===== config.mk =====
export PLATFORM = sky130hd
export DESIGN_NAME = cam_manager
export DESIGN_NICKNAME = d
export VERILOG_FILES = /design/src/rtl/cam_manager.sv
export SDC_FILE = /design/constraint.sdc
export NUM_CORES = 1
export LEC_CHECK = 0
export BUFFER_PORTS_ARGS = -buffer_cell sky130_fd_sc_hd__buf_4
export CAP_MARGIN = 10
export CORE_MARGIN = 2
export CORE_UTILIZATION = 40
export CTS_BUF_LIST = sky130_fd_sc_hd__clkbuf_16
export DETAILED_ROUTE_END_ITERATION = 8
export PLACE_DENSITY = 0.69
export SLEW_MARGIN = 20
export SYNTH_ARGS = -nofsm -noshare
export SYNTH_HDL_FRONTEND = slang
export SYNTH_SLANG_ARGS = --single-unit

===== constraint.sdc =====
create_clock -name clk -period 2.7 [get_ports clk]
set_input_delay 0.135 -clock clk [delete_from_list [all_inputs] [get_ports clk]]
set_output_delay 0.135 -clock clk [all_outputs]
set_load 0.05 [all_outputs]

===== src/rtl/cam_manager.sv =====
// cam_manager: command front end for the shift-register CAM.
// Accepts key-based LOOKUP / INSERT / DELETE commands, drives the CAM compare
// and write ports, tracks row occupancy in a bitmap, allocates the lowest free
// row on insert, refuses duplicate keys, and returns one status response per
// accepted command.
//
// state        | meaning
// -------------+------------------------------------------------------------
// IDLE         | ready for a command once the CAM is not busy
// LOOKUP_WAIT  | compare key presented; CAM registers its match this cycle
// LOOKUP       | match result sampled, command resolved or write target chosen
// ISSUE        | one-cycle CAM write pulse; bitmap and entry count updated
// BUSY_WAIT    | CAM performing the write; first cycle ignores write_busy
// RESP         | response held until rsp_ready
module cam_manager #(
    parameter int DATA_WIDTH = 64,
    parameter int ADDR_WIDTH = 5
) (
    input  logic                  clk,
    input  logic                  rst_n,
    input  logic [DATA_WIDTH-1:0] cmd_key,
    input  logic [1:0]            cmd_op,
    input  logic                  cmd_valid,
    output logic                  cmd_ready,
    output logic [1:0]            rsp_status,
    output logic [ADDR_WIDTH-1:0] rsp_addr,
    output logic                  rsp_valid,
    input  logic                  rsp_ready,
    output logic [ADDR_WIDTH:0]   entry_count,
    output logic                  full,
    output logic [ADDR_WIDTH-1:0] cam_write_addr,
    output logic [DATA_WIDTH-1:0] cam_write_data,
    output logic                  cam_write_delete,
    output logic                  cam_write_enable,
    input  logic                  cam_write_busy,
    output logic [DATA_WIDTH-1:0] cam_compare_data,
    input  logic                  cam_match,
    input  logic [ADDR_WIDTH-1:0] cam_match_addr
);

    localparam int DEPTH = 2 ** ADDR_WIDTH;

    localparam logic [1:0] OP_INSERT = 2'd1;
    localparam logic [1:0] OP_DELETE = 2'd2;

    localparam logic [1:0] RSP_OK        = 2'd0;
    localparam logic [1:0] RSP_EXISTS    = 2'd1;
    localparam logic [1:0] RSP_FULL      = 2'd2;
    localparam logic [1:0] RSP_NOT_FOUND = 2'd3;

    localparam logic [ADDR_WIDTH:0] CNT_ONE   = (ADDR_WIDTH + 1)'(1);
    localparam logic [ADDR_WIDTH:0] CNT_DEPTH = (ADDR_WIDTH + 1)'(DEPTH);

    typedef enum logic [2:0] {
        ST_IDLE,
        ST_LOOKUP_WAIT,
        ST_LOOKUP,
        ST_ISSUE,
        ST_BUSY_WAIT,
        ST_RESP
    } state_t;

    state_t                  state;
    state_t                  state_nxt;

    logic [DATA_WIDTH-1:0]   key_q;
    logic                    is_insert_q;
    logic                    is_delete_q;
    logic [ADDR_WIDTH-1:0]   target_q;
    logic [DEPTH-1:0]        bitmap;
    logic                    busy_armed_q;

    logic                    cmd_accept;
    logic [ADDR_WIDTH-1:0]   free_idx;
    logic                    lk_to_issue;
    logic [1:0]              lk_status;
    logic [ADDR_WIDTH-1:0]   lk_addr;
    logic [ADDR_WIDTH:0]     count_nxt;

    assign cmd_accept = cmd_valid && cmd_ready;

    // Lowest row whose bitmap bit is clear; only meaningful when not full.
    always_comb begin
        free_idx = '0;
        for (int i = DEPTH - 1; i >= 0; i--) begin
            if (!bitmap[i]) begin
                free_idx = ADDR_WIDTH'(i);
            end
        end
    end

    // Resolve the command from the sampled CAM match result.
    // Reserved opcode 3 falls through to the lookup branch.
    always_comb begin
        lk_to_issue = 1'b0;
        lk_status   = RSP_NOT_FOUND;
        lk_addr     = '0;
        if (is_insert_q) begin
            if (cam_match) begin
                lk_status = RSP_EXISTS;
                lk_addr   = cam_match_addr;
            end else if (full) begin
                lk_status = RSP_FULL;
            end else begin
                lk_to_issue = 1'b1;
                lk_status   = RSP_OK;
                lk_addr     = free_idx;
            end
        end else if (is_delete_q) begin
            if (cam_match) begin
                lk_to_issue = 1'b1;
                lk_status   = RSP_OK;
                lk_addr     = cam_match_addr;
            end
        end else begin
            if (cam_match) begin
                lk_status = RSP_OK;
                lk_addr   = cam_match_addr;
            end
        end
    end

    // Occupancy after the write performed in ISSUE.
    always_comb begin
        if (is_insert_q) begin
            count_nxt = entry_count + CNT_ONE;
        end else begin
            count_nxt = entry_count - CNT_ONE;
        end
    end

    // FSM state register.
    always_ff @(posedge clk or negedge rst_n) begin
        if (!rst_n) begin
            state <= ST_IDLE;
        end else begin
            state <= state_nxt;
        end
    end

    // FSM next-state logic.
    always_comb begin
        state_nxt = state;
        case (state)
            ST_IDLE: begin
                if (cmd_accept) begin
                    state_nxt = ST_LOOKUP_WAIT;
                end
            end
            ST_LOOKUP_WAIT: begin
                state_nxt = ST_LOOKUP;
            end
            ST_LOOKUP: begin
                state_nxt = lk_to_issue ? ST_ISSUE : ST_RESP;
            end
            ST_ISSUE: begin
                state_nxt = ST_BUSY_WAIT;
            end
            ST_BUSY_WAIT: begin
                if (busy_armed_q && !cam_write_busy) begin
                    state_nxt = ST_RESP;
                end
            end
            ST_RESP: begin
                if (rsp_ready) begin
                    state_nxt = ST_IDLE;
                end
            end
            default: begin
                state_nxt = ST_IDLE;
            end
        endcase
    end

    // FSM outputs; the write port is only live during ISSUE.
    always_comb begin
        cmd_ready        = (state == ST_IDLE) && !cam_write_busy;
        rsp_valid        = (state == ST_RESP);
        cam_write_enable = (state == ST_ISSUE);
        cam_write_delete = (state == ST_ISSUE) && is_delete_q;
        cam_write_addr   = target_q;
        cam_write_data   = key_q;
    end

    // Command latch, response registers, occupancy bitmap and counters.
    always_ff @(posedge clk or negedge rst_n) begin
        if (!rst_n) begin
            key_q            <= '0;
            is_insert_q      <= 1'b0;
            is_delete_q      <= 1'b0;
            target_q         <= '0;
            bitmap           <= '0;
            busy_armed_q     <= 1'b0;
            entry_count      <= '0;
            full             <= 1'b0;
            rsp_status       <= RSP_OK;
            rsp_addr         <= '0;
            cam_compare_data <= '0;
        end else begin
            case (state)
                ST_IDLE: begin
                    if (cmd_accept) begin
                        key_q            <= cmd_key;
                        is_insert_q      <= (cmd_op == OP_INSERT);
                        is_delete_q      <= (cmd_op == OP_DELETE);
                        cam_compare_data <= cmd_key;
                    end
                end
                ST_LOOKUP: begin
                    if (lk_to_issue) begin
                        target_q <= lk_addr;
                    end else begin
                        rsp_status <= lk_status;
                        rsp_addr   <= lk_addr;
                    end
                end
                ST_ISSUE: begin
                    bitmap[target_q] <= is_insert_q;
                    entry_count      <= count_nxt;
                    full             <= (count_nxt == CNT_DEPTH);
                    rsp_status       <= RSP_OK;
                    rsp_addr         <= target_q;
                    busy_armed_q     <= 1'b0;
                end
                ST_BUSY_WAIT: begin
                    busy_armed_q <= 1'b1;
                end
                default: begin
                end
            endcase
        end
    end

endmodule


==> report_table.html, run 1 <==
<table>
<tr><th>Metric</th><th>Value</th></tr>
<tr><th colspan="2">Setup path</th></tr>
<tr><td>Crit path buf inv count</td><td>1</td></tr>
<tr><td>Kind of capture point of the worst setup path</td><td>flop</td></tr>
<tr><td>Type of origin of the critical path</td><td>flop</td></tr>
<tr><td>Largest delay contributor family on the critical path</td><td>simple AND/OR/NAND/NOR gates</td></tr>
<tr><td>Critical path launch point</td><td>state[0]</td></tr>
<tr><td>Launch point of the worst reg-to-reg path</td><td>state[0]</td></tr>
<tr><td>Series of cell instances along the critical path</td><td>nand3b_4, inv_2, nand3b_2, nor2b_1, mux2_2</td></tr>
<tr><td>Critical path arrival</td><td>2.38 ns</td></tr>
<tr><td>Worst path max stage delay</td><td>a little under 0.6 ns</td></tr>
<tr><td>Critical path peak fanout</td><td>18</td></tr>
<tr><td>Required time at the endpoint of the critical path</td><td>2.99 ns</td></tr>
<tr><td>Critical path class</td><td>flop to flop</td></tr>
<tr><td>Critical-path cell with the highest stage delay</td><td>dfrtp_1</td></tr>
<tr><th colspan="2">Hold path</th></tr>
<tr><td>HP Class</td><td>primary input to flop</td></tr>
<tr><td>Critical hold path startpoint</td><td>cmd_op[1]</td></tr>
<tr><th colspan="2">Place</th></tr>
<tr><td>Setup slack at placement</td><td>0.645 ns</td></tr>
<tr><td>Final HPWL from detailed placement</td><td>11400 µm</td></tr>
<tr><td>Routability congestion estimate from global placement</td><td>just under 0.9</td></tr>
<tr><td>Count of port buffers added during placement</td><td>227</td></tr>
<tr><td>Cell count after placement</td><td>between 800 and 900</td></tr>
<tr><th colspan="2">Timing</th></tr>
<tr><td>Unrepaired setup endpoints after global routing</td><td>no</td></tr>
<tr><td>Final critical-path required period</td><td>2.09 ns</td></tr>
<tr><td>Number of failing hold endpoints at the final stage</td><td>0</td></tr>
<tr><td>Final worst path period share</td><td>0.775</td></tr>
<tr><td>Sum of negative setup slack</td><td>0 ns</td></tr>
<tr><td>Final-report setup violation count</td><td>0</td></tr>
<tr><td>Slew Limit Fails</td><td>0</td></tr>
<tr><td>Worst hold margin</td><td>0.0369 ns</td></tr>
<tr><td>Transition time at the pin with the least slew margin</td><td>approximately 0.68 ns</td></tr>
<tr><td>Fmax achieved</td><td>0.478 GHz</td></tr>
<tr><td>Final clock skew</td><td>0.00733 ns</td></tr>
<tr><td>Headroom to the max-slew limit</td><td>0.542</td></tr>
<tr><td>Minimum setup slack in the final design</td><td>between 0.6 and 0.7 ns</td></tr>
<tr><th colspan="2">Cells and area</th></tr>
<tr><td>Total Nets Final</td><td>856</td></tr>
<tr><td>Fraction of layout cells with a size suffix above 1</td><td>0.444</td></tr>
<tr><td>Count of antenna diodes in the layout</td><td>0</td></tr>
<tr><td>Final instance count without filler cells</td><td>972</td></tr>
<tr><td>Fill count</td><td>1245</td></tr>
<tr><td>Area Overhead vs Synth</td><td>43.1%</td></tr>
<tr><th colspan="2">Floorplan</th></tr>
<tr><td>Io pins</td><td>about 230</td></tr>
<tr><td>Initial core utilization</td><td>0.405</td></tr>
<tr><td>DIE HEIGHT</td><td>127 µm</td></tr>
<tr><td>Die Span X</td><td>127 µm</td></tr>
<tr><td>Core footprint</td><td>between 0.015 and 0.02 mm²</td></tr>
<tr><td>Total Die Area</td><td>approximately 0.016 mm²</td></tr>
<tr><td>Number of standard-cell rows in the floorplan</td><td>45</td></tr>
<tr><th colspan="2">Synthesis</th></tr>
<tr><td>Warnings from Yosys</td><td>0</td></tr>
<tr><td>Async S/R FF share, synth</td><td>1.00</td></tr>
<tr><td>Number of distinct library cell variants in the gate-level netlist after synthesis</td><td>between 50 and 60</td></tr>
<tr><td>Proportion of synthesized chip area in sequential cells</td><td>0.498</td></tr>
<tr><td>Mux share of post-synthesis cell area</td><td>0.160</td></tr>
<tr><td>XOR/XNOR share of the synthesized area</td><td>0.0101</td></tr>
<tr><td>Mean Syn Cell Area</td><td>~11 µm²</td></tr>
<tr><td>Most used flip-flop cell after synthesis</td><td>dfrtp_1</td></tr>
<tr><td>Ranking of synthesized cells by instance count</td><td>dfrtp_1, mux2_2, buf_4</td></tr>
<tr><td>Dominant cell by count in the synthesized netlist</td><td>dfrtp_1</td></tr>
<tr><td>Share of synthesized cell area in full adder, half adder and majority cells</td><td>0.0136</td></tr>
<tr><td>Mapped cell area</td><td>0.00609 mm²</td></tr>
<tr><td>Post-synthesis share of cell area spent on and, or, nand and nor gates</td><td>0.117</td></tr>
<tr><td>Synthesized-area fraction occupied by ao, oa, aoi and oai cells</td><td>0.0950</td></tr>
<tr><td>Most area-hungry cell type in the Yosys netlist</td><td>dfrtp_1</td></tr>
<tr><td>Dominant combinational cell family by area after synthesis</td><td>multiplexers</td></tr>
<tr><td>Post-synth top area share</td><td>0.498</td></tr>
<tr><td>Post-Syn Instances</td><td>543</td></tr>
<tr><td>Main area contributors after synthesis</td><td>dfrtp_1, mux2_2, buf_4, nand2_1, o21ai_0</td></tr>
<tr><td>Number of flip-flops and latches in the synthesized netlist</td><td>121</td></tr>
<tr><td>Number of enable-type register cells in the synthesized netlist</td><td>0</td></tr>
<tr><td>Synth Net Count</td><td>626</td></tr>
<tr><th colspan="2">Job</th></tr>
<tr><td>Maximum Capacitance Violations</td><td>0</td></tr>
<tr><th colspan="2">Route</th></tr>
<tr><td>Via density</td><td>5.09</td></tr>
<tr><td>1st-iter DRT viols</td><td>between 200 and 250</td></tr>
<tr><td>TritonRoute pass-1 iters</td><td>4</td></tr>
<tr><td>Total routed wirelength</td><td>16400 µm</td></tr>
<tr><td>Post-route antenna net violation count</td><td>0</td></tr>
<tr><td>Avg WL per Cell</td><td>between 15 and 20 µm</td></tr>
<tr><td>Overall via count from detail_route</td><td>a little under 5000</td></tr>
<tr><td>Post-route DRC</td><td>0</td></tr>
<tr><th colspan="2">Global route</th></tr>
<tr><td>GR Util All Layers</td><td>0.199</td></tr>
<tr><td>Vias in the first global route</td><td>4956</td></tr>
<tr><td>Global-route wire length before repair</td><td>25300 µm</td></tr>
<tr><td>Total congestion overflow</td><td>0</td></tr>
<tr><td>Initial antenna violation count</td><td>0</td></tr>
<tr><td>Largest net degree at the start of global routing</td><td>about 90</td></tr>
<tr><th colspan="2">Clocking</th></tr>
<tr><td>Number of levels the H-tree was split into</td><td>4</td></tr>
<tr><td>TritonCTS clock tree</td><td>built</td></tr>
<tr><td>Clock-pin transition on the worst setup and hold timing paths</td><td>0.06 ns</td></tr>
<tr><td>Clk sinks</td><td>about 120</td></tr>
<tr><td>Clock Path Buffers</td><td>2</td></tr>
<tr><td>Clock Latency Late Sink</td><td>~0.40 ns</td></tr>
<tr><td>TritonCTS buffer count</td><td>17</td></tr>
<tr><td>Root Driver</td><td>clkbuf_16</td></tr>
<tr><td>Count of buffers added by post-CTS timing repair for setup</td><td>0</td></tr>
<tr><th colspan="2">Status</th></tr>
<tr><td>Outcome</td><td>complete, no violations</td></tr>
</table>
[layout by cell type (no fill, tap or decap), drive strengths merged, types with 2 or more instances in the layout]
cell type    instances
nand2b               7
nand3               14
a31oi                8
o31ai               14
nand2               49
mux2                81
clkbuf              17
a22oi                3
ha                   5
o22ai                3
dlygate4sd3         68
and3                 3
clkinv               9
a221o                2
and2                 2
buf                231
bufinv               3
a41oi                2
mux2i                6
nand3b               4
a21o                 3
o21ai               33
inv                 11
xnor2                5
nand4               12
dfrtp              121
or3                  2
a21oi               18
nor3                 9
xor2                 2
nor3b                4
nor2                16
[worst register-to-register path, stage by stage (launching register included)]
cell      delay [ns]
dfrtp_1         0.58
nand3b_4        0.29
inv_2           0.28
nand3b_2        0.29
nor2b_1         0.21
mux2_2          0.34
[path summary, 6_finish.rpt]
check	end	slack, ns	depth (start not counted)
min in group asynchronous	cam_write_data[25]	0.20	2
setup / recovery	bitmap[2]	0.61	5
setup reg to reg	bitmap[2]	0.61	5
max in group asynchronous	busy_armed_q	1.68	3
hold reg to reg	bitmap[0]	0.51	1
hold / removal	is_insert_q	0.04	3
[cell type report]
type                       count  area [µm²]  area share
timing repair buffer         299        2440       0.280
sequential                   121        3030       0.348
multi-input combinational    323        2400       0.276
inverter                      11        41.3     0.00474
tap                          188         235      0.0270
clock buffer                  17         425      0.0488
clock inverter                13         138      0.0158
[cell families (layout without fill, tap and decap cells)]
family | Yosys count | count (layout)
DFF | 121 | 121
xor gates and xnor gates | 7 | 7
and+or+nand+nor | 130 | 130
buffers and inverters | 99 | 340
AOI/OAI and AO/OA | 93 | 93
muxes | 87 | 87
adders and majority gates | 6 | 6
[flip-flops by register name, summed over array words and instances, names as in the netlist]
| signal | flops |
|---|---|
| bitmap | 32 |
| busy_armed_q | 1 |
| cam_write_addr | 5 |
| cam_write_data | 64 |
| entry_count | 6 |
| full | 1 |
| is_delete_q | 1 |
| is_insert_q | 1 |
| rsp_addr | 5 |
| rsp_status | 2 |
| state | 3 |
[layer usage]
metal / GRT usage / wire length, µm / vias up
li1: - / - / 2339
met1: 0.236 / 6570 / 2392
met2: 0.350 / 8520 / 187
met3: 0.0440 / 906 / 26
met4: 0.0840 / 384 / 0
met5: 0 / 0 / -
[what timing repair did]
item,in CTS,in global routing
hold endpoints to repair,97,0
setup endpoints to repair,0,0
resized for setup,0,0
hold buffers,68,0
[per-stage QoR]
| stage | utilization | cell area [µm²] |
|---|---|---|
| 4_1_cts | 0.579 | 8710 |
| 3_3_place_gp | 0.497 | 7470 |
| 5_1_grt | 0.579 | 8710 |
| 6_report | 0.579 | 8710 |
| 3_5_place_dp | 0.497 | 7470 |
| 2_1_floorplan | - | 6090 |
Power of run 1 is not shown: default switching activity piles up to over one toggle a cycle in this logic, so the estimate is an artifact.
==> run 2: changes to the inputs <==
==> constraint.sdc (replaced) <==
create_clock -name clk -period 1.93 [get_ports clk]
set_input_delay 0.0965 -clock clk [delete_from_list [all_inputs] [get_ports clk]]
set_output_delay 0.0965 -clock clk [all_outputs]
set_load 0.05 [all_outputs]
==> run 2 against run 1 <==
Effect of this change:
- largest cell class unchanged
- sequential share of layout area down 0.64 points
- core utilization rose by 1.2 points
- fmax up 15%
- worst setup slack lost 0.50 ns
- die area unchanged
- first-iteration DRC count rose by 38%
- routed wire length is 5.8% higher
- clock skew shrank 0.0018 ns
- flip-flop and latch count unchanged
- critical path depth stayed put
- final area rose by 2.0%
- register-to-register slack worse by 0.50 ns
==> report_table.html, run 2 (same netlist as run 1, synthesis figures left out) <==
<table>
<tr><th>Metric</th><th>Value</th></tr>
<tr><th colspan="2">Timing</th></tr>
<tr><td>Fmax achieved</td><td>0.549 GHz (+15%)</td></tr>
<tr><td>Number of failing hold endpoints at the final stage</td><td>0 (unchanged)</td></tr>
<tr><td>Slew Limit Fails</td><td>0 (unchanged)</td></tr>
<tr><td>Final worst path period share</td><td>0.944 (+0.170)</td></tr>
<tr><td>Final clock skew</td><td>0.00555 ns (-0.00178 ns)</td></tr>
<tr><td>Headroom to the max-slew limit</td><td>0.690 (+0.147)</td></tr>
<tr><td>Final-report setup violation count</td><td>0 (unchanged)</td></tr>
<tr><td>Transition time at the pin with the least slew margin</td><td>0.466 ns (-0.214 ns)</td></tr>
<tr><td>Final critical-path required period</td><td>1.82 ns (-0.270 ns)</td></tr>
<tr><td>Unrepaired setup endpoints after global routing</td><td>yes</td></tr>
<tr><td>Minimum setup slack in the final design</td><td>0.107 ns (-0.500 ns)</td></tr>
<tr><th colspan="2">Setup path</th></tr>
<tr><td>Series of cell instances along the critical path</td><td>buf_6, nor3b_1, a31oi_2, nand2b_1, mux2_2</td></tr>
<tr><td>Critical path arrival</td><td>2.12 ns (-0.26 ns)</td></tr>
<tr><td>Critical-path cell with the highest stage delay</td><td>dfrtp_1</td></tr>
<tr><td>Required time at the endpoint of the critical path</td><td>2.23 ns (-0.76 ns)</td></tr>
<tr><td>Crit path buf inv count</td><td>1 (unchanged)</td></tr>
<tr><td>Kind of capture point of the worst setup path</td><td>flop</td></tr>
<tr><td>Cell depth of the worst flop-to-flop path</td><td>5 (unchanged)</td></tr>
<tr><td>Launch point of the worst reg-to-reg path</td><td>is_insert_q</td></tr>
<tr><td>Worst path max stage delay</td><td>0.42 ns (-0.16 ns)</td></tr>
<tr><td>Destination of the worst register-to-register timing path</td><td>cam_write_addr[2]</td></tr>
<tr><td>Critical path class</td><td>flop to flop</td></tr>
<tr><td>Largest delay contributor family on the critical path</td><td>simple AND/OR/NAND/NOR gates</td></tr>
<tr><td>Type of origin of the critical path</td><td>flop</td></tr>
<tr><td>Reg2Reg Setup Slack</td><td>0.11 ns (-0.50 ns)</td></tr>
<tr><td>Critical path peak fanout</td><td>30 (+12)</td></tr>
<tr><th colspan="2">Status</th></tr>
<tr><td>Outcome</td><td>complete, no violations</td></tr>
<tr><th colspan="2">Cells and area</th></tr>
<tr><td>Post-layout instance area</td><td>0.00889 mm² (+2.0%)</td></tr>
<tr><td>Fraction of layout cells with a size suffix above 1</td><td>0.468 (+0.0244)</td></tr>
<tr><td>Flip-flop count of the largest register after layout</td><td>64 (unchanged)</td></tr>
<tr><td>Fill count</td><td>1188 (-4.6%)</td></tr>
<tr><td>Most frequent cells in the layout</td><td>buf_4, dfrtp_1, mux2_2, dlygate4sd3_1, nand2_1</td></tr>
<tr><td>Most common cell after layout, fill and taps aside</td><td>buf_4</td></tr>
<tr><td>Total Nets Final</td><td>875 (+2.2%)</td></tr>
<tr><td>Final cell utilization of the core</td><td>0.591 (+0.0117)</td></tr>
<tr><td>Area Overhead vs Synth</td><td>46.0%</td></tr>
<tr><td>Count of antenna diodes in the layout</td><td>0 (unchanged)</td></tr>
<tr><th colspan="2">Clocking</th></tr>
<tr><td>Root Driver</td><td>clkbuf_16</td></tr>
<tr><td>Clk sinks</td><td>121 (unchanged)</td></tr>
<tr><td>TritonCTS clock tree</td><td>built</td></tr>
<tr><td>Clock Latency Late Sink</td><td>0.41 ns (about the same)</td></tr>
<tr><td>Number of levels the H-tree was split into</td><td>4 (unchanged)</td></tr>
<tr><td>Clock Path Buffers</td><td>2 (unchanged)</td></tr>
<tr><td>TritonCTS buffer count</td><td>17 (unchanged)</td></tr>
<tr><td>Clock-pin transition on the worst setup and hold timing paths</td><td>0.06 ns (about the same)</td></tr>
<tr><th colspan="2">Floorplan</th></tr>
<tr><td>Total Die Area</td><td>0.0162 mm² (unchanged)</td></tr>
<tr><td>Initial core utilization</td><td>0.405 (unchanged)</td></tr>
<tr><td>DIE HEIGHT</td><td>127 µm (unchanged)</td></tr>
<tr><td>Die Span X</td><td>127 µm (unchanged)</td></tr>
<tr><td>Number of standard-cell rows in the floorplan</td><td>45 (unchanged)</td></tr>
<tr><td>Io pins</td><td>228 (unchanged)</td></tr>
<tr><td>Core footprint</td><td>0.0150 mm² (unchanged)</td></tr>
<tr><th colspan="2">Job</th></tr>
<tr><td>Maximum Capacitance Violations</td><td>0 (unchanged)</td></tr>
<tr><th colspan="2">Global route</th></tr>
<tr><td>Vias in the first global route</td><td>5010 (+1.1%)</td></tr>
<tr><td>Total congestion overflow</td><td>0 (unchanged)</td></tr>
<tr><td>GR Util All Layers</td><td>0.211 (+0.0118)</td></tr>
<tr><td>Largest net degree at the start of global routing</td><td>64 (-30%)</td></tr>
<tr><td>Global-route wire length before repair</td><td>26500 µm (+4.6%)</td></tr>
<tr><td>Initial antenna violation count</td><td>0 (unchanged)</td></tr>
<tr><th colspan="2">Place</th></tr>
<tr><td>Count of port buffers added during placement</td><td>227 (unchanged)</td></tr>
<tr><td>Setup slack at placement</td><td>0.0844 ns (-0.560 ns)</td></tr>
<tr><td>Post-place instance area</td><td>0.00759 mm² (+1.7%)</td></tr>
<tr><td>Final HPWL from detailed placement</td><td>12000 µm (+4.6%)</td></tr>
<tr><td>Routability congestion estimate from global placement</td><td>0.957 (+8.5%)</td></tr>
<tr><th colspan="2">Route</th></tr>
<tr><td>Overall via count from detail_route</td><td>5153 (+4.2%)</td></tr>
<tr><td>Avg WL per Cell</td><td>17.5 µm (+3.6%)</td></tr>
<tr><td>1st-iter DRT viols</td><td>326 (+38%)</td></tr>
<tr><td>Via density</td><td>5.19 (+2.0%)</td></tr>
<tr><td>Post-route antenna net violation count</td><td>0 (unchanged)</td></tr>
<tr><td>TritonRoute pass-1 iters</td><td>5 (+1)</td></tr>
<tr><td>Post-route DRC</td><td>0 (unchanged)</td></tr>
<tr><td>Total routed wirelength</td><td>17300 µm (+5.8%)</td></tr>
<tr><th colspan="2">Hold path</th></tr>
<tr><td>HP Class</td><td>primary input to flop</td></tr>
<tr><td>Hold depth</td><td>3 (unchanged)</td></tr>
<tr><td>Critical hold path startpoint</td><td>cam_match_addr[4]</td></tr>
<tr><td>Hold endpoint</td><td>rsp_addr[4]</td></tr>
</table>
run 2: routing by layer:
layer,track usage,routed length (µm),vias to the layer above
met4,0.0756,433,0
met2,0.354,8720,228
met5,0,0,-
met1,0.268,7170,2521
li1,-,-,2368
met3,0.0482,1010,36
run 2: final cells by class:
type	instances	area, µm²	share of cell area
timing repair buffer	318	2590	0.291
clock inverter	15	151	0.0170
clock buffer	17	425	0.0479
inverter	11	43.8	0.00493
multi-input combinational	323	2410	0.271
sequential	121	3030	0.341
tap	188	235	0.0265
run 2: repair_timing:
item,in CTS,in global routing
endpoints found under the hold margin,97,0
endpoints found under the setup margin,0,4
hold buffers,69,0
setup buffers,0,2
gates resized for setup,0,4
run 2: worst reg2reg max path: stages, from the launching register on:
cell and delay (ns):
dfrtp_1 0.42, buf_6 0.20, nor3b_1 0.17, a31oi_2 0.21
nand2b_1 0.33, mux2_2 0.38
run 2: through the flow:
step / hold slack (ns) / setup TNS, ns / cells
after global placement: 0.0727 / 0 / 890
after CTS: 0.0151 / 0 / 991
after floorplan: -0.199 / -1.03 / 543
after global routing: 0.0276 / -0.0261 / 993
final: 0.0311 / 0 / 993
after detailed placement: 0.0841 / 0 / 890
run 2: how the worst max path moves through the flow:
stage / startpoint / end / slack (ns) / cells after the start
floorplan: state[1] / cam_write_data[48] / -0.07 / 5
global placement: entry_count[0] / full / 0.11 / 6
detailed placement: entry_count[0] / full / 0.08 / 6
CTS: is_insert_q / full / 0.06 / 7
global route: is_insert_q / full / -0.02 / 7
finish: is_insert_q / cam_write_addr[2] / 0.11 / 5
Power of run 2 is left out for the same reason.
==> run 3: changes to the inputs <==
--- a/config.mk
+++ b/config.mk
@@ -6,7 +6,7 @@
 export NUM_CORES = 1
 export LEC_CHECK = 0
 export BUFFER_PORTS_ARGS = -buffer_cell sky130_fd_sc_hd__buf_4
-export CAP_MARGIN = 10
+export CORE_ASPECT_RATIO = 0.5
 export CORE_MARGIN = 2
 export CORE_UTILIZATION = 40
 export CTS_BUF_LIST = sky130_fd_sc_hd__clkbuf_16
==> run 3 against run 2 <==
Effect of this change:
- global-route usage is 1.2 points lower
- non-clock buffer count shrank 2
- critical path depth grew 2
- fmax increased by 2.7%
- register-to-register slack better by 0.05 ns
- critical endpoint is now full
==> report_table.html, run 3 (same netlist as run 1, synthesis figures left out) <==
<table>
<tr><th>Metric</th><th>Value</th></tr>
<tr><th colspan="2">Floorplan</th></tr>
<tr><td>Io pins</td><td>228 (unchanged)</td></tr>
<tr><td>DIE HEIGHT</td><td>91.2 µm (-28%)</td></tr>
<tr><td>Die Span X</td><td>178 µm (+40%)</td></tr>
<tr><td>Number of standard-cell rows in the floorplan</td><td>31 (-31%)</td></tr>
<tr><td>Initial core utilization</td><td>0.415 (+0.0103)</td></tr>
<tr><td>Core footprint</td><td>0.0147 mm² (-2.5%)</td></tr>
<tr><td>Total Die Area</td><td>0.0163 mm² (+0.37%)</td></tr>
<tr><th colspan="2">Timing</th></tr>
<tr><td>Unrepaired setup endpoints after global routing</td><td>no</td></tr>
<tr><td>Number of failing hold endpoints at the final stage</td><td>0 (unchanged)</td></tr>
<tr><td>Final critical-path required period</td><td>1.78 ns (-0.0473 ns)</td></tr>
<tr><td>Transition time at the pin with the least slew margin</td><td>0.594 ns (+0.128 ns)</td></tr>
<tr><td>Final clock skew</td><td>0.0103 ns (+0.00475 ns)</td></tr>
<tr><td>Fmax achieved</td><td>0.563 GHz (+2.7%)</td></tr>
<tr><td>Slew Limit Fails</td><td>0 (unchanged)</td></tr>
<tr><td>Final worst path period share</td><td>0.920 (-0.0245)</td></tr>
<tr><td>Headroom to the max-slew limit</td><td>0.604 (-0.0854)</td></tr>
<tr><td>Final-report setup violation count</td><td>0 (unchanged)</td></tr>
<tr><th colspan="2">Cells and area</th></tr>
<tr><td>Most frequent cells in the layout</td><td>buf_4, dfrtp_1, mux2_2, dlygate4sd3_1, nand2_1</td></tr>
<tr><td>Flip-flop count of the largest register after layout</td><td>64 (unchanged)</td></tr>
<tr><td>Fraction of layout cells with a size suffix above 1</td><td>0.468 (-0.000742)</td></tr>
<tr><td>Most common cell after layout, fill and taps aside</td><td>buf_4</td></tr>
<tr><td>Final instance count without filler cells</td><td>1000 (+0.70%)</td></tr>
<tr><td>Total Nets Final</td><td>873 (-0.23%)</td></tr>
<tr><td>Area Overhead vs Synth</td><td>47.2%</td></tr>
<tr><td>Count of antenna diodes in the layout</td><td>0 (unchanged)</td></tr>
<tr><th colspan="2">Clocking</th></tr>
<tr><td>TritonCTS buffer count</td><td>17 (unchanged)</td></tr>
<tr><td>Clock-pin transition on the worst setup and hold timing paths</td><td>0.06 ns (about the same)</td></tr>
<tr><td>Count of buffers added by post-CTS timing repair for setup</td><td>0 (unchanged)</td></tr>
<tr><td>Clk sinks</td><td>121 (unchanged)</td></tr>
<tr><td>TritonCTS clock tree</td><td>built</td></tr>
<tr><td>Clock Path Buffers</td><td>2 (unchanged)</td></tr>
<tr><td>Clock Latency Late Sink</td><td>0.41 ns (about the same)</td></tr>
<tr><td>Number of levels the H-tree was split into</td><td>4 (unchanged)</td></tr>
<tr><td>Root Driver</td><td>clkbuf_16</td></tr>
<tr><th colspan="2">Global route</th></tr>
<tr><td>Global-route wire length before repair</td><td>25400 µm (-4.2%)</td></tr>
<tr><td>Vias in the first global route</td><td>4988 (-0.44%)</td></tr>
<tr><td>Total congestion overflow</td><td>0 (unchanged)</td></tr>
<tr><td>GR Util All Layers</td><td>0.199 (-0.0119)</td></tr>
<tr><td>Largest net degree at the start of global routing</td><td>47 (-27%)</td></tr>
<tr><td>Initial antenna violation count</td><td>0 (unchanged)</td></tr>
<tr><th colspan="2">Route</th></tr>
<tr><td>Via density</td><td>5.10 (-1.7%)</td></tr>
<tr><td>Avg WL per Cell</td><td>16.1 µm (-7.6%)</td></tr>
<tr><td>Total routed wirelength</td><td>16100 µm (-6.9%)</td></tr>
<tr><td>Post-route DRC</td><td>0 (unchanged)</td></tr>
<tr><td>Post-route antenna net violation count</td><td>0 (unchanged)</td></tr>
<tr><td>Overall via count from detail_route</td><td>5103 (-0.97%)</td></tr>
<tr><td>1st-iter DRT viols</td><td>376 (+15%)</td></tr>
<tr><td>TritonRoute pass-1 iters</td><td>5 (unchanged)</td></tr>
<tr><th colspan="2">Setup path</th></tr>
<tr><td>Critical path class</td><td>flop to flop</td></tr>
<tr><td>Kind of capture point of the worst setup path</td><td>flop</td></tr>
<tr><td>Type of origin of the critical path</td><td>flop</td></tr>
<tr><td>Critical path peak fanout</td><td>8 (-73%)</td></tr>
<tr><td>Required time at the endpoint of the critical path</td><td>2.25 ns (+0.02 ns)</td></tr>
<tr><td>Critical path arrival</td><td>2.09 ns (-0.03 ns)</td></tr>
<tr><td>Reg2Reg Setup Slack</td><td>0.15 ns (+0.05 ns)</td></tr>
<tr><th colspan="2">Place</th></tr>
<tr><td>Cell count after placement</td><td>899 (+1.0%)</td></tr>
<tr><td>Routability congestion estimate from global placement</td><td>0.986 (+3.1%)</td></tr>
<tr><td>Final HPWL from detailed placement</td><td>11000 µm (-7.8%)</td></tr>
<tr><td>Count of port buffers added during placement</td><td>227 (unchanged)</td></tr>
<tr><th colspan="2">Status</th></tr>
<tr><td>Outcome</td><td>complete, no violations</td></tr>
<tr><th colspan="2">Hold path</th></tr>
<tr><td>HP Class</td><td>primary input to flop</td></tr>
<tr><th colspan="2">Job</th></tr>
<tr><td>Maximum Capacitance Violations</td><td>0 (unchanged)</td></tr>
</table>
-- run 3: path summary, 6_finish.rpt --
kind / start / end / cells after the start
max: is_insert_q / full / 7
min: cam_match_addr[4] / rsp_addr[4] / 3
max reg2reg: is_insert_q / full / 7
min reg2reg: entry_count[3] / entry_count[3] / 2
max in group asynchronous: rst_n / bitmap[17] / 3
min in group asynchronous: rst_n / entry_count[3] / 2
-- run 3: critical path, cell delays in order (launching register included) --
cell and delay [ns]:
dfrtp_1 0.41, inv_4 0.13, ha_1 0.28, a21o_1 0.19, a21oi_1 0.16, xor2_1 0.19
nand4_1 0.13, o31ai_2 0.19
-- run 3: area by class of cell --
type | count | area, µm²
clock buffer | 17 | 425
clock inverter | 14 | 221
fill | 1182 | 5700
inverter | 11 | 43.8
multi-input combinational | 323 | 2410
sequential | 121 | 3030
tap | 198 | 248
timing repair buffer | 316 | 2580
-- run 3: repair_timing --
item / 4_1_cts / 5_1_grt
endpoints found under the hold margin: 168 / 0
resized for setup: 0 / 6
hold buffers: 70 / 0
setup endpoints to repair: 0 / 7
-- run 3: per-layer routing --
layer  track usage  wire, µm
met1         0.243      6580
met2         0.356      8380
met3        0.0423       980
met4        0.0515       196
met5             0         0
-- run 3: metrics by stage --
step	cell area [µm²]	setup slack, ns	hold WS, ns	setup TNS [ns]	utilization
after CTS	8940	0.00399	0.0129	0	0.610
after floorplan	6110	-0.0661	-0.199	-1.03	-
after global placement	7600	0.0977	0.0438	0	0.518
final	8960	0.154	0.0223	0	0.611
after global routing	8960	0.0217	0.0526	0	0.611
after detailed placement	7600	0.0360	0.0450	0	0.518
Power of run 3 is left out for the same reason.
